`config.mk`:
```
export PLATFORM = sky130hd
export DESIGN_NAME = connect4_move_engine
export DESIGN_NICKNAME = d
export VERILOG_FILES = /design/src/rtl/connect4_pkg.sv /design/src/rtl/connect4_line_counter.sv /design/src/rtl/connect4_move_engine.sv
export SDC_FILE = /design/constraint.sdc
export NUM_CORES = 1
export LEC_CHECK = 0
export BUFFER_PORTS_ARGS = -buffer_cell sky130_fd_sc_hd__buf_4
export CAP_MARGIN = 40
export CORE_UTILIZATION = 60
export DETAILED_ROUTE_END_ITERATION = 10
export GPL_TIMING_DRIVEN = 0
export PLACE_DENSITY = 0.89
export SLEW_MARGIN = 40
export SYNTH_ARGS = -nofsm -noshare
export SYNTH_HDL_FRONTEND = slang
export SYNTH_SLANG_ARGS = --single-unit
export TNS_END_PERCENT = 100
```
`constraint.sdc`:
```
create_clock -name clk -period 9.37 [get_ports clk]
set_input_delay 1.874 -clock clk [delete_from_list [all_inputs] [get_ports clk]]
set_output_delay 1.874 -clock clk [all_outputs]
set_load 0.005 [all_outputs]
```
`src/rtl/connect4_pkg.sv`:
```
// Shared constants, codes and helpers for the Connect-4 move engine.
package connect4_pkg;

  localparam int ROWS    = 6;
  localparam int COLS    = 7;
  localparam int WIN_LEN = 4;
  localparam int CELLS   = ROWS * COLS;

  localparam int ROW_W   = $clog2(ROWS);
  localparam int COL_W   = $clog2(COLS);
  localparam int CNT_W   = $clog2(CELLS + 1);
  localparam int CELL_W  = $clog2(CELLS);
  localparam int RUN_W   = $clog2(WIN_LEN + 1);

  // Cell codes; a player's piece code doubles as that player's win status code
  localparam logic [1:0] CELL_EMPTY = 2'b00;
  localparam logic [1:0] CELL_P1    = 2'b01;
  localparam logic [1:0] CELL_P2    = 2'b10;

  localparam logic [1:0] STAT_NEXT  = 2'b00;
  localparam logic [1:0] STAT_TIE   = 2'b11;

  typedef enum logic [2:0] {
    S_IDLE, S_PLACE, S_CHECK, S_REPORT, S_DONE
  } state_e;

  // Board flattened row-major: cell (r,c) lives at r*COLS+c
  typedef logic [CELLS-1:0][1:0] board_t;

  // Direction step table: 0 horizontal, 1 vertical, 2 diag (+1,+1), 3 diag (+1,-1)
  function automatic logic signed [1:0] dir_dr(input logic [1:0] d);
    return (d == 2'd0) ? 2'sb00 : 2'sb01;
  endfunction

  function automatic logic signed [1:0] dir_dc(input logic [1:0] d);
    case (d)
      2'd0:    return 2'sb01;
      2'd1:    return 2'sb00;
      2'd2:    return 2'sb01;
      default: return 2'sb11;
    endcase
  endfunction

  function automatic logic [CELL_W-1:0] cell_idx(input logic [ROW_W-1:0] r,
                                                 input logic [COL_W-1:0] c);
    return CELL_W'(r) * CELL_W'(COLS) + CELL_W'(c);
  endfunction

endpackage

```
`src/rtl/connect4_line_counter.sv`:
```
// Combinational run-length counter through one cell along one direction.
module connect4_line_counter
  import connect4_pkg::*;
(
  input  board_t             board,
  input  logic [ROW_W-1:0]   row,
  input  logic [COL_W-1:0]   col,
  input  logic signed [1:0]  dr,
  input  logic signed [1:0]  dc,
  input  logic [1:0]         piece,
  output logic [RUN_W-1:0]   run
);

  int               r, c, cnt, sg;
  logic             go;
  logic [CELL_W-1:0] idx;

  // Walk up to WIN_LEN-1 cells each way, stopping at the edge or a foreign cell
  always_comb begin
    r   = 0;
    c   = 0;
    sg  = 1;
    go  = 1'b1;
    idx = '0;
    cnt = 1;
    for (int s = 0; s < 2; s++) begin
      sg = (s == 0) ? 1 : -1;
      go = 1'b1;
      for (int k = 1; k < WIN_LEN; k++) begin
        r = int'(row) + sg * k * int'(dr);
        c = int'(col) + sg * k * int'(dc);
        if (go && r >= 0 && r < ROWS && c >= 0 && c < COLS) begin
          idx = CELL_W'(r * COLS + c);
          if (board[idx] == piece) cnt = cnt + 1;
          else                     go  = 1'b0;
        end else begin
          go = 1'b0;
        end
      end
    end
    run = (cnt >= WIN_LEN) ? RUN_W'(WIN_LEN) : RUN_W'(cnt);
  end

endmodule

```
`src/rtl/connect4_move_engine.sv`:
```
// Connect-4 move engine: accepts drops, holds the board, checks for a win
// one direction per cycle and reports status/turn to the game-control FSM.
module connect4_move_engine
  import connect4_pkg::*;
(
  input  logic       clk,
  input  logic       reset,
  input  logic [1:0] game_state,
  input  logic       move_valid,
  input  logic [2:0] move_col,
  output logic       move_ready,
  output logic       move_err,
  output logic [1:0] in_game_status,
  output logic       player_turn,
  output logic       status_valid,
  input  logic [2:0] rd_row,
  input  logic [2:0] rd_col,
  output logic [1:0] rd_cell
);

  state_e                     state_q, state_d;
  board_t                     board_q, board_d;
  logic [COLS-1:0][ROW_W-1:0] height_q, height_d;
  logic [CNT_W-1:0]           cnt_q, cnt_d;
  logic [ROW_W-1:0]           row_q, row_d;
  logic [COL_W-1:0]           col_q, col_d;
  logic [1:0]                 piece_q, piece_d;
  logic [1:0]                 dir_q, dir_d;
  logic [1:0]                 status_q, status_d;
  logic                       turn_q, turn_d;
  logic                       err_q, err_d;
  logic [1:0]                 rd_cell_q, rd_cell_d;
  logic [RUN_W-1:0]           run;

  connect4_line_counter u_line (
    .board (board_q),
    .row   (row_q),
    .col   (col_q),
    .dr    (dir_dr(dir_q)),
    .dc    (dir_dc(dir_q)),
    .piece (piece_q),
    .run   (run)
  );

  assign move_ready     = (state_q == S_IDLE) && (game_state == 2'b01 || game_state == 2'b10);
  assign move_err       = err_q;
  assign in_game_status = status_q;
  assign player_turn    = turn_q;
  assign status_valid   = (state_q == S_REPORT);
  assign rd_cell        = rd_cell_q;

  // Next-state, board update and status decision
  always_comb begin
    state_d   = state_q;
    board_d   = board_q;
    height_d  = height_q;
    cnt_d     = cnt_q;
    row_d     = row_q;
    col_d     = col_q;
    piece_d   = piece_q;
    dir_d     = dir_q;
    status_d  = status_q;
    turn_d    = turn_q;
    err_d     = 1'b0;
    rd_cell_d = (rd_row < 3'(ROWS) && rd_col < 3'(COLS)) ? board_q[cell_idx(rd_row, rd_col)]
                                                         : CELL_EMPTY;
    case (state_q)
      S_IDLE: begin
        if (move_valid && move_ready) begin
          if (move_col >= 3'(COLS)) begin
            err_d = 1'b1;
          end else if (height_q[move_col] == ROW_W'(ROWS)) begin
            err_d = 1'b1;
          end else begin
            col_d   = move_col;
            row_d   = height_q[move_col];
            piece_d = turn_q ? CELL_P2 : CELL_P1;
            state_d = S_PLACE;
          end
        end
      end
      S_PLACE: begin
        board_d[cell_idx(row_q, col_q)] = piece_q;
        height_d[col_q] = height_q[col_q] + ROW_W'(1);
        cnt_d           = cnt_q + CNT_W'(1);
        dir_d           = 2'd0;
        state_d         = S_CHECK;
      end
      S_CHECK: begin
        // Status is registered on the way into REPORT so it is visible there
        if (run >= RUN_W'(WIN_LEN)) begin
          status_d = piece_q;
          state_d  = S_REPORT;
        end else if (dir_q == 2'd3) begin
          if (cnt_q == CNT_W'(CELLS)) begin
            status_d = STAT_TIE;
          end else begin
            status_d = STAT_NEXT;
            turn_d   = ~turn_q;
          end
          state_d = S_REPORT;
        end else begin
          dir_d = dir_q + 2'd1;
        end
      end
      S_REPORT: state_d = (status_q == STAT_NEXT) ? S_IDLE : S_DONE;
      S_DONE:   state_d = S_DONE;
      default:  state_d = S_IDLE;
    endcase
  end

  // State registers with synchronous reset
  always_ff @(posedge clk) begin
    if (reset) begin
      state_q   <= S_IDLE;
      board_q   <= '0;
      height_q  <= '0;
      cnt_q     <= '0;
      row_q     <= '0;
      col_q     <= '0;
      piece_q   <= CELL_EMPTY;
      dir_q     <= '0;
      status_q  <= STAT_NEXT;
      turn_q    <= 1'b0;
      err_q     <= 1'b0;
      rd_cell_q <= CELL_EMPTY;
    end else begin
      state_q   <= state_d;
      board_q   <= board_d;
      height_q  <= height_d;
      cnt_q     <= cnt_d;
      row_q     <= row_d;
      col_q     <= col_d;
      piece_q   <= piece_d;
      dir_q     <= dir_d;
      status_q  <= status_d;
      turn_q    <= turn_d;
      err_q     <= err_d;
      rd_cell_q <= rd_cell_d;
    end
  end

endmodule
```
==> key figures <==
Status
  • Outcome: finished, violations left
  • Failing checks: setup timing

Timing
  • Unrepaired setup endpoints after global routing: true
  • Post-route setup slack: -492.2 ps
  • Worst Max-Slew Pin Slew: between 800 and 900 ps
  • Tcrit/Tclk final: 105.3%
  • Clk_skew: approximately 13 ps
  • Final TNS setup: -2628 ps
  • Worst slew margin: about two fifths
  • Final Critical Period: 9862 ps
  • Final setup vio count: 6
  • Fmax: 0.1014 GHz
  • Final hold vios: 0
  • Fin. max-slew vios: 0

Placement
  • Buffers on Ports: 17
  • Gpl congestion: between 1 and 1.5
  • Pre-CTS setup slack: -2081 ps
  • DP Area: 16090 sq um
  • Post-DP HPWL: 37260 um

Synth
  • Netlist cell types: 77
  • Number of synthesized register bits: 130
  • Ys async rst share: 0%
  • Leading area contributor after synthesis: mux4_2
  • YS warnings: 0
  • Post-synth top area share: 20.21%
  • Post-Synthesis Cells: 1657
  • Seq/Total Area, Yosys: 16.80%
  • Synth area leaders: mux4_2 (20%), dfxtp_1 (17%), ha_1 (12%)
  • Mean Syn Cell Area: between 9 and 10 sq um
  • Synth Cell Area: 15490 sq um
  • Post-Syn Nets: 1867
  • EDFF count, synth: 0
  • Top FF cell, synth: dfxtp_1

GRT
  • First-pass GRT wire length: about 80000 um
  • Aggregate global-route resource usage: 38.46%
  • Pin count of the biggest net entering global routing: 17
  • GRT overflow: 0
  • Initial antenna violation count: 0
  • Vias in the first global route: 14380

Routing
  • M1 WL: between 15000 and 20000 um
  • WL met3: between 7000 and 8000 um
  • DR WL met2: roughly 24000 um
  • WL/cell: 25.86 um
  • Via count: 15180
  • Final ANT Viol Nets: 0
  • Iter 0 DRT Violations: approximately 2100
  • Drt first pass iters: 8
  • Post-route DRC: 0
  • DR top layer: met4
  • Post-Route WL: 53920 um
  • Vias per inst: roughly 7.3

Critical path
  • Critical path required time: 9690 ps
  • CP max-delay cell: fa_1
  • CP endpoint kind: flip-flop
  • Most used cell, CP: ha_1
  • Largest fanout on the critical path: 7
  • Critical Path AT: 10190 ps
  • Largest stage delay, worst path: ~570 ps
  • WS Path Type: flip-flop to flip-flop
  • Startpoint Class: flip-flop

Pwr
  • Int Power: 0.001995 W
  • Leakage: around 7 nW
  • Combinational power share: between 60% and 70%
  • PD cells: 204.6 nW/um^2
  • Clk pwr share: approximately a fifth
  • Sw frac: 45.08%
  • Part of the power in registers: between 10% and 20%
  • Power, Total: 0.003633 W
  • P_sw: 0.001638 W
  • Worst vdd ir: between 0.15 and 0.2 mV

Die
  • Core Area: 25250 sq um
  • Initial Util: 61.34%
  • Die X: around 160 um
  • IO Count: 22
  • Die Area: 26460 sq um
  • FP Rows: slightly below 60
  • Die Span Y: 162.7 um

Clock network
  • CTS tree: done
  • Root Driver: clkbuf_16
  • Worst-path clk slew: approximately 60 ps
  • H-Tree Depth: 4
  • Clock Sinks: 130
  • Clock Path Buffers: 2
  • Hold_buf cts: 0
  • CTS Buf Count: 17
  • Worst skew pair latency: 430 ps

Cells and area
  • Commonest cells after routing, fill and taps aside: nand2_1 (152), mux4_2 (139), a21oi_1 (138), inv_1 (130), ha_1 (127)
  • Design Area, Final: 17750 sq um
  • Share of cells above drive strength 1: 22.39%
  • Layout fillers: 1666
  • Most common cell after layout, fill and taps aside: nand2_1
  • Seq. cell area: roughly 2600 sq um
  • Post-layout util: 70.30%
  • Area of the multi-input gates: ~13000 sq um
  • Net count, final: 1952
  • # diodes: 0
  • Synthesis-to-layout area growth: 14.61%

Worst hold path
  • Worst hold path class: flip-flop to flip-flop

Run
  • Max_cap viols: 0
-- registers in the layout (all words and copies together), names as in the netlist --
| signal | count |
|---|---|
| board_q | 84 |
| cnt_q | 6 |
| col_q | 3 |
| dir_q | 2 |
| height_q | 21 |
| in_game_status | 2 |
| move_err | 1 |
| piece_q | 2 |
| player_turn | 1 |
| rd_cell | 2 |
| row_q | 3 |
| state_q | 3 |
-- Yosys cell counts (6+ instances only) --
library cell    n
nor3_1         25
clkbuf_1       64
nand2b_1        8
a21oi_1       144
nor2_1        123
o31ai_1        11
nand3_1        80
a31oi_1         8
or3_1           6
and3_1          6
or4_1           9
o22ai_1         7
nand2_1       154
xnor2_1        60
xor2_1         21
nor4b_1         6
a21o_1         19
buf_1          10
inv_1         138
mux2_2         28
mux4_2        139
mux2i_1        81
ha_1          144
buf_2          14
nor2b_1        10
nand4_1         8
a211oi_1        9
nor4_1          8
o21ai_0        32
fa_1           52
o211ai_1        7
dfxtp_1       130
-- logic make-up after synthesis --
family	after synthesis	share of synthesized area, %
xor+xnor	90	5.783
fa+ha+maj	196	18.35
simple gates	472	14.27
mux	250	27.62
compound gates	286	11.27
flops	130	16.80
buf+inv	233	5.904
-- metrics by stage --
stage               std cells  hold WS (ps)
floorplan                1657         443.1
global placement         2004         456.5
detailed placement       2004         470.0
CTS                      2059         490.0
global route             2085         507.7
finish                   2085         496.0
-- power by group through the flow --
stage	clock network [W]	registers [W]	logic (W)
floorplan	0	0.000578	0.00147
global placement	0	0.000583	0.00187
detailed placement	0	0.000583	0.00193
CTS	0.000720	0.000571	0.00207
global route	0.000743	0.000572	0.00246
finish	0.000727	0.000572	0.00233
-- repair_timing --
action / CTS / global route
endpoints found under the setup margin: 6 / 6
gates resized for setup: 75 / 57
setup buffers: 24 / 28
gates cloned: 1 / 0
endpoints found under the hold margin: 0 / 0
pin swaps: 20 / 40
-- metal layers --
layer / global-route usage [%] / vias to the layer above
li1: - / 6201
met5: 0 / -
met1: 48.30 / 7084
met4: 22.51 / 0
met2: 59.54 / 1477
met3: 10.42 / 416
-- worst paths after layout --
path          startpoint           to  slack (ps)  cells after the start
min reg2reg  height_q[5]  height_q[5]         500                      2
min          height_q[5]  height_q[5]         500                      2
max reg2reg     dir_q[0]   state_q[0]        -490                     47
max             dir_q[0]   state_q[0]        -490                     47
-- layout make-up --
cell class	instances	share of cell area [%]
timing repair buffer	69	3.122
inverter	141	3.101
buffer	88	2.396
multi-input combinational	1294	70.68
clock inverter	13	1.113
sequential	130	14.74
timing repair inverter	1	0.02819
clock buffer	19	2.495
tap	330	2.326
-- critical path, delay by kind of cell, from the launching register on --
kind | cells | cell delay (ps)
and+or+nand+nor | 14 | 2500
muxes | 2 | 460
DFF | 1 | 380
AOI/OAI and AO/OA | 7 | 1230
adders and majority gates | 11 | 3570
buffers and inverters | 10 | 1130
xor gates and xnor gates | 3 | 460
No activity file was read; power rests on OpenSTA's default activity.
